`config.mk`:
```
export PLATFORM = sky130hd
export DESIGN_NAME = axis_fmcw_chirp_sequencer
export DESIGN_NICKNAME = d
export VERILOG_FILES = /design/src/rtl/axis_fmcw_chirp_sequencer.sv
export SDC_FILE = /design/constraint.sdc
export NUM_CORES = 1
export LEC_CHECK = 0
export ABC_CLOCK_PERIOD_IN_PS = 4600
export CAP_MARGIN = 20
export CORE_UTILIZATION = 40
export CTS_BUF_LIST = sky130_fd_sc_hd__clkbuf_4 sky130_fd_sc_hd__clkbuf_8
export CTS_CLUSTER_DIAMETER = 60
export CTS_CLUSTER_SIZE = 8
export DETAILED_ROUTE_END_ITERATION = 16
export RECOVER_POWER = 50
export SKIP_LAST_GASP = 1
export SLEW_MARGIN = 15
export SYNTH_ARGS = -nofsm -noshare
export SYNTH_HDL_FRONTEND = slang
export SYNTH_SLANG_ARGS = --single-unit
```
`constraint.sdc`:
```
create_clock -name aclk -period 4.6 [get_ports aclk]
set_clock_uncertainty 0.15 [all_clocks]
set_input_delay 0.69 -clock aclk [delete_from_list [all_inputs] [get_ports aclk]]
set_output_delay 0.69 -clock aclk [all_outputs]
set_load 0.05 [all_outputs]
```
`src/rtl/axis_fmcw_chirp_sequencer.sv`:
```
// Frame sequencer for the FMCW receive chain: ramp trigger generation, chirp counting,
// frame-stable window config and sticky error collection from the window stream.
module axis_fmcw_chirp_sequencer #(
  parameter int unsigned PERIOD_WIDTH = 32,
  parameter int unsigned CHIRP_WIDTH  = 16,
  parameter int unsigned RAMP_LEN     = 50
) (
  input  logic                    aclk,
  input  logic                    aresetn,
  input  logic                    start,
  input  logic                    stop,
  input  logic [PERIOD_WIDTH-1:0] cfg_period,
  input  logic [CHIRP_WIDTH-1:0]  cfg_nchirp,
  input  logic [7:0]              cfg_window,
  input  logic                    win_err_nsmall,
  input  logic                    win_err_overskip,
  input  logic                    mon_tvalid,
  input  logic                    mon_tready,
  input  logic                    mon_tlast,
  output logic                    ramp,
  output logic [7:0]              win_cfg,
  output logic                    busy,
  output logic                    frame_done,
  output logic [CHIRP_WIDTH-1:0]  chirp_cnt,
  output logic [3:0]              sts_err
);

  typedef enum logic [2:0] {
    S_IDLE,
    S_LOAD,
    S_RUN,
    S_DRAIN,
    S_DONE
  } state_e;

  state_e                  state_q, state_d;
  logic [PERIOD_WIDTH-1:0] cnt_q, cnt_d;
  logic [PERIOD_WIDTH-1:0] period_q, period_d;
  logic [CHIRP_WIDTH-1:0]  nchirp_q, nchirp_d;
  logic [CHIRP_WIDTH-1:0]  chirp_cnt_q, chirp_cnt_d;
  logic [7:0]              win_cfg_q, win_cfg_d;
  logic [3:0]              sts_err_q, sts_err_d;
  logic                    pending_q, pending_d;
  logic                    ramp_q, ramp_d;
  logic                    busy_q, busy_d;
  logic                    frame_done_q, frame_done_d;

  logic tlast_hs;
  logic cnt_last;
  logic cfg_ok;

  assign tlast_hs = mon_tvalid & mon_tready & mon_tlast;
  assign cnt_last = (cnt_q == period_q - PERIOD_WIDTH'(1));
  assign cfg_ok   = (cfg_period > PERIOD_WIDTH'(RAMP_LEN)) && (cfg_nchirp != CHIRP_WIDTH'(0));

  // Next-state and registered-output logic
  always_comb begin
    state_d     = state_q;
    cnt_d       = cnt_q;
    period_d    = period_q;
    nchirp_d    = nchirp_q;
    chirp_cnt_d = chirp_cnt_q;
    win_cfg_d   = win_cfg_q;
    sts_err_d   = sts_err_q;
    pending_d   = pending_q;
    ramp_d      = 1'b0;

    if (tlast_hs) pending_d = 1'b0;

    if (state_q == S_IDLE) begin
      cnt_d = '0;
      if (!stop && start) begin
        if (cfg_ok) state_d = S_LOAD;
        else        sts_err_d[3] = 1'b1;
      end
    end else if (stop) begin
      // Abort: counters and status freeze for the PS to read back
      state_d   = S_IDLE;
      cnt_d     = '0;
      pending_d = pending_q;
    end else begin
      sts_err_d[0] = sts_err_q[0] | win_err_nsmall;
      sts_err_d[1] = sts_err_q[1] | win_err_overskip;
      case (state_q)
        S_LOAD: begin
          win_cfg_d   = cfg_window;
          period_d    = cfg_period;
          nchirp_d    = cfg_nchirp;
          chirp_cnt_d = '0;
          sts_err_d   = '0;
          pending_d   = 1'b0;
          cnt_d       = '0;
          state_d     = S_RUN;
        end
        S_RUN: begin
          ramp_d = (cnt_q < PERIOD_WIDTH'(RAMP_LEN));
          // A new chirp while the previous tlast is still outstanding is a miss
          if (cnt_q == '0) begin
            if (pending_q && !tlast_hs) sts_err_d[2] = 1'b1;
            pending_d = 1'b1;
          end
          if (cnt_last) begin
            chirp_cnt_d = chirp_cnt_q + CHIRP_WIDTH'(1);
            cnt_d       = '0;
            if (chirp_cnt_q + CHIRP_WIDTH'(1) == nchirp_q) state_d = S_DRAIN;
          end else begin
            cnt_d = cnt_q + PERIOD_WIDTH'(1);
          end
        end
        S_DRAIN: begin
          if (!pending_q || tlast_hs) begin
            state_d = S_DONE;
          end else if (cnt_last) begin
            sts_err_d[2] = 1'b1;
            state_d      = S_DONE;
          end else begin
            cnt_d = cnt_q + PERIOD_WIDTH'(1);
          end
        end
        S_DONE: begin
          cnt_d   = '0;
          state_d = S_IDLE;
        end
        default: state_d = S_IDLE;
      endcase
    end

    busy_d       = (state_d != S_IDLE);
    frame_done_d = (state_d == S_DONE);
  end

  always_ff @(posedge aclk or negedge aresetn) begin
    if (!aresetn) begin
      state_q      <= S_IDLE;
      cnt_q        <= '0;
      period_q     <= '0;
      nchirp_q     <= '0;
      chirp_cnt_q  <= '0;
      win_cfg_q    <= '0;
      sts_err_q    <= '0;
      pending_q    <= 1'b0;
      ramp_q       <= 1'b0;
      busy_q       <= 1'b0;
      frame_done_q <= 1'b0;
    end else begin
      state_q      <= state_d;
      cnt_q        <= cnt_d;
      period_q     <= period_d;
      nchirp_q     <= nchirp_d;
      chirp_cnt_q  <= chirp_cnt_d;
      win_cfg_q    <= win_cfg_d;
      sts_err_q    <= sts_err_d;
      pending_q    <= pending_d;
      ramp_q       <= ramp_d;
      busy_q       <= busy_d;
      frame_done_q <= frame_done_d;
    end
  end

  assign ramp       = ramp_q;
  assign win_cfg    = win_cfg_q;
  assign busy       = busy_q;
  assign frame_done = frame_done_q;
  assign chirp_cnt  = chirp_cnt_q;
  assign sts_err    = sts_err_q;

endmodule

```
==> impl_metrics.env <==
export IMPL_p_clk_share_pct=30.9
export IMPL_path_class="reg -> reg"
export IMPL_intPower_w=0.00229
export IMPL_dpl_cell_area_um2=8110
export IMPL_switching_power_w=0.00116
export IMPL_dr_first_iter_drc_count=398
export IMPL_postRouteAntennaNets=0
export IMPL_yosysMostFrequentCell="dfrtp_1"
export IMPL_cts_sinks=115
export IMPL_antennaDiodeCount=0
export IMPL_die_area_um2=18100
export IMPL_dp_hpwl_mm=14.3
export IMPL_switching_share_pct=33.5
export IMPL_post_cts_resized=0
export IMPL_synthCells=724
export IMPL_min_period_ps=3890
export IMPL_stdcell_area_um2=8560
export IMPL_drcViolationCount=0
export IMPL_rows=48
export IMPL_grt_max_degree=66
export IMPL_io_buffers=95
export IMPL_core_area_um2=17200
export IMPL_grt_overflow_total=0
export IMPL_synth_top_area_share_pct=41.0
export IMPL_setup_tns_ps=0
export IMPL_worst_slew_pin_slew_ps=3600
export IMPL_synthTopCellsByCount="dfrtp_1 (115), mux2_2 (52), nand2_1 (44)"
export IMPL_antenna_found_initial=1
export IMPL_cp_cell_sequence="inv_1 > ha_1 > nor4b_2 > nand2_1 > nor4_4 > nand3b_1 > a2111oi_4 > nand4_2 > nand2_2 > nor4_1 > mux2i_1"
export IMPL_rsz0062_at_grt="no"
export IMPL_cp_arrival_ps=4050
export IMPL_cts_path_max_buffers=2
export IMPL_first_pass_iters=6
export IMPL_async_reset_ff_share_pct=100
export IMPL_yosys_most_used_dff="dfrtp_1"
export IMPL_vias_per_cell=5.78
export IMPL_clock_latency_ps=450
export IMPL_setup_violations=0
export IMPL_power_density_nw_per_um2=403
export IMPL_violations="capacitance limit, slew limit"
export IMPL_grt_pass1_vias=5874
export IMPL_synth_area_um2=7010
export IMPL_area_growth_syn_to_layout_pct=22.1
export IMPL_grt_pass1_wl_mm=30.4
export IMPL_worst_hold_slack_ps=345
export IMPL_synth_cell_type_count=68
export IMPL_wirelength_mm=19.0
export IMPL_synth_seq_cells=115
export IMPL_holdBufCountCts=0
export IMPL_clk_pin_slew_ps=70
export IMPL_status="finished with violations"
export IMPL_synth_edf_count=0
export IMPL_hp_class="reg -> reg"
export IMPL_peakVddDrop_mv=0.272
export IMPL_htreeDepth=4
export IMPL_slew_violations=66
export IMPL_synth_seq_area_share_pct=41.0
export IMPL_critPathSlowestCell="nand2_2"
export IMPL_cts_buffers=17
export IMPL_wl_per_cell_um=18.1
export IMPL_die_x_um=134
export IMPL_synth_area_leaders="dfrtp_1 (41%), mux2_2 (8.4%), xnor2_1 (4.9%), xor2_1 (3.9%), nor4_1 (2.6%)"
export IMPL_finalHoldViolCount=0
export IMPL_crit_path_end_kind="register"
export IMPL_critPathRequiredTime_ps=4760
export IMPL_fin_cells=1045
export IMPL_whs_path_depth=2
export IMPL_cts_tree="done"
export IMPL_nNetsFinal=876
export IMPL_r2r_slack_ps=710
export IMPL_io_pins=96
export IMPL_drive_above_1_share_pct=13.8
export IMPL_vias=6037
export IMPL_combinationalPowerShare_pct=28.1
export IMPL_rr_worst_depth=11
export IMPL_yosysTopAreaCell="dfrtp_1"
export IMPL_numPlacedInstances=1013
export IMPL_gp_congestion=0.913
export IMPL_syn_nets=793
export IMPL_die_h_um=134
export IMPL_yosys_warnings=0
export IMPL_cts_root_buf="clkbuf_8"
export IMPL_post_cts_setup_buffers=0
export IMPL_fmax_mhz=257
export IMPL_p_leak_nw=3.30
export IMPL_track_usage_pct=21.8
export IMPL_startpoint_type="register"
export IMPL_synth_area_per_cell_um2=9.68
export IMPL_maxCapViolations=1
export IMPL_seqPwrFrac_pct=41.0
export IMPL_initial_core_util_pct=40.8
export IMPL_slew_headroom_pct=-140
export IMPL_crit_fanout=41
export IMPL_period_share_pct=84.5
export IMPL_max_stage_delay_ps=570
## final cells by class
class                           count  area [um^2]
Tap cell                          225          282
Clock inverter                      9          151
Sequential cell                   115         2880
Inverter                           13         48.8
Multi-Input combinational cell    559         3900
Clock buffer                       23          298
Timing Repair Buffer              101         1000
Fill cell                        1636         8620
## critical path: cells and delay by family, from the launching register on
family / cells / cell delay, ps
compound gates: 1 / 520
fa+ha+maj: 1 / 220
buf+inv: 1 / 90
flops: 1 / 430
mux: 1 / 150
simple gates: 7 / 2170
## logic make-up after synthesis
group | count (synthesis) | synth area share, %
AO/OA/AOI/OAI | 139 | 13.2
XOR/XNOR | 70 | 8.75
adder cells (fa/ha/maj) | 4 | 0.714
buffers and inverters | 50 | 3.46
flip-flops | 115 | 41.0
multiplexers | 58 | 9.21
AND/OR/NAND/NOR | 288 | 23.6
## through the flow
step | util, % | power (W) | worst slack (ps)
after floorplan | - | 0.00209 | 1360
after global placement | 47.2 | 0.00239 | 826
after detailed placement | 47.2 | 0.00241 | 737
after CTS | 49.9 | 0.00349 | 687
after global routing | 49.8 | 0.00363 | 179
final | 49.8 | 0.00345 | 711
## power groups by stage
stage | Sequential [W] | Combinational, W | Clock [W]
final | 0.00142 | 0.000969 | 0.00107
after global routing | 0.00145 | 0.00106 | 0.00113
after CTS | 0.00142 | 0.000983 | 0.00109
after detailed placement | 0.00144 | 0.000977 | 0
after global placement | 0.00143 | 0.000962 | 0
after floorplan | 0.00146 | 0.000632 | 0
## path summary, 6_finish.rpt
kind	from	to
min	sts_err[3]$_DFFE_PN0P_	sts_err[3]$_DFFE_PN0P_
max	period_q[0]$_DFFE_PN0P_	cnt_q[31]$_DFFE_PN0P_
min reg2reg	sts_err[3]$_DFFE_PN0P_	sts_err[3]$_DFFE_PN0P_
min in group asynchronous	aresetn	sts_err[0]$_DFFE_PN0P_
max in group asynchronous	aresetn	nchirp_q[5]$_DFFE_PN0P_
max reg2reg	period_q[0]$_DFFE_PN0P_	cnt_q[31]$_DFFE_PN0P_
## registers in the layout, indices dropped and copies added, names as in the netlist
name / flops
cnt_q: 32
period_q: 32
chirp_cnt: 16
nchirp_q: 16
win_cfg: 8
sts_err: 4
state_q: 3
busy: 1
frame_done: 1
pending_q: 1
ramp: 1
## per-layer routing
metal	track usage (%)	routed length [um]	vias to the layer above
met5	0	13	-
met4	6.68	348	2
met3	5.44	1000	32
met2	37.2	9520	198
met1	26.9	8070	2931
li1	-	-	2874
## placed cells by master, fill, tap and decap left out, types with 20 or more instances in the layout
cell type / synthesis / routed
xor2_1: 31 / 31
and3_1: 20 / 20
or3_1: 20 / 20
o21ai_0: 26 / 26
nor4_1: 29 / 29
nor2_1: 40 / 40
clkbuf_8: 0 / 20
dfrtp_1: 115 / 115
mux2_2: 52 / 52
xnor2_1: 39 / 39
clkdlybuf4s50_1: 0 / 82
nand3_1: 35 / 35
a21oi_1: 36 / 36
nand2_1: 44 / 44
(Power assumes the default switching activity.)
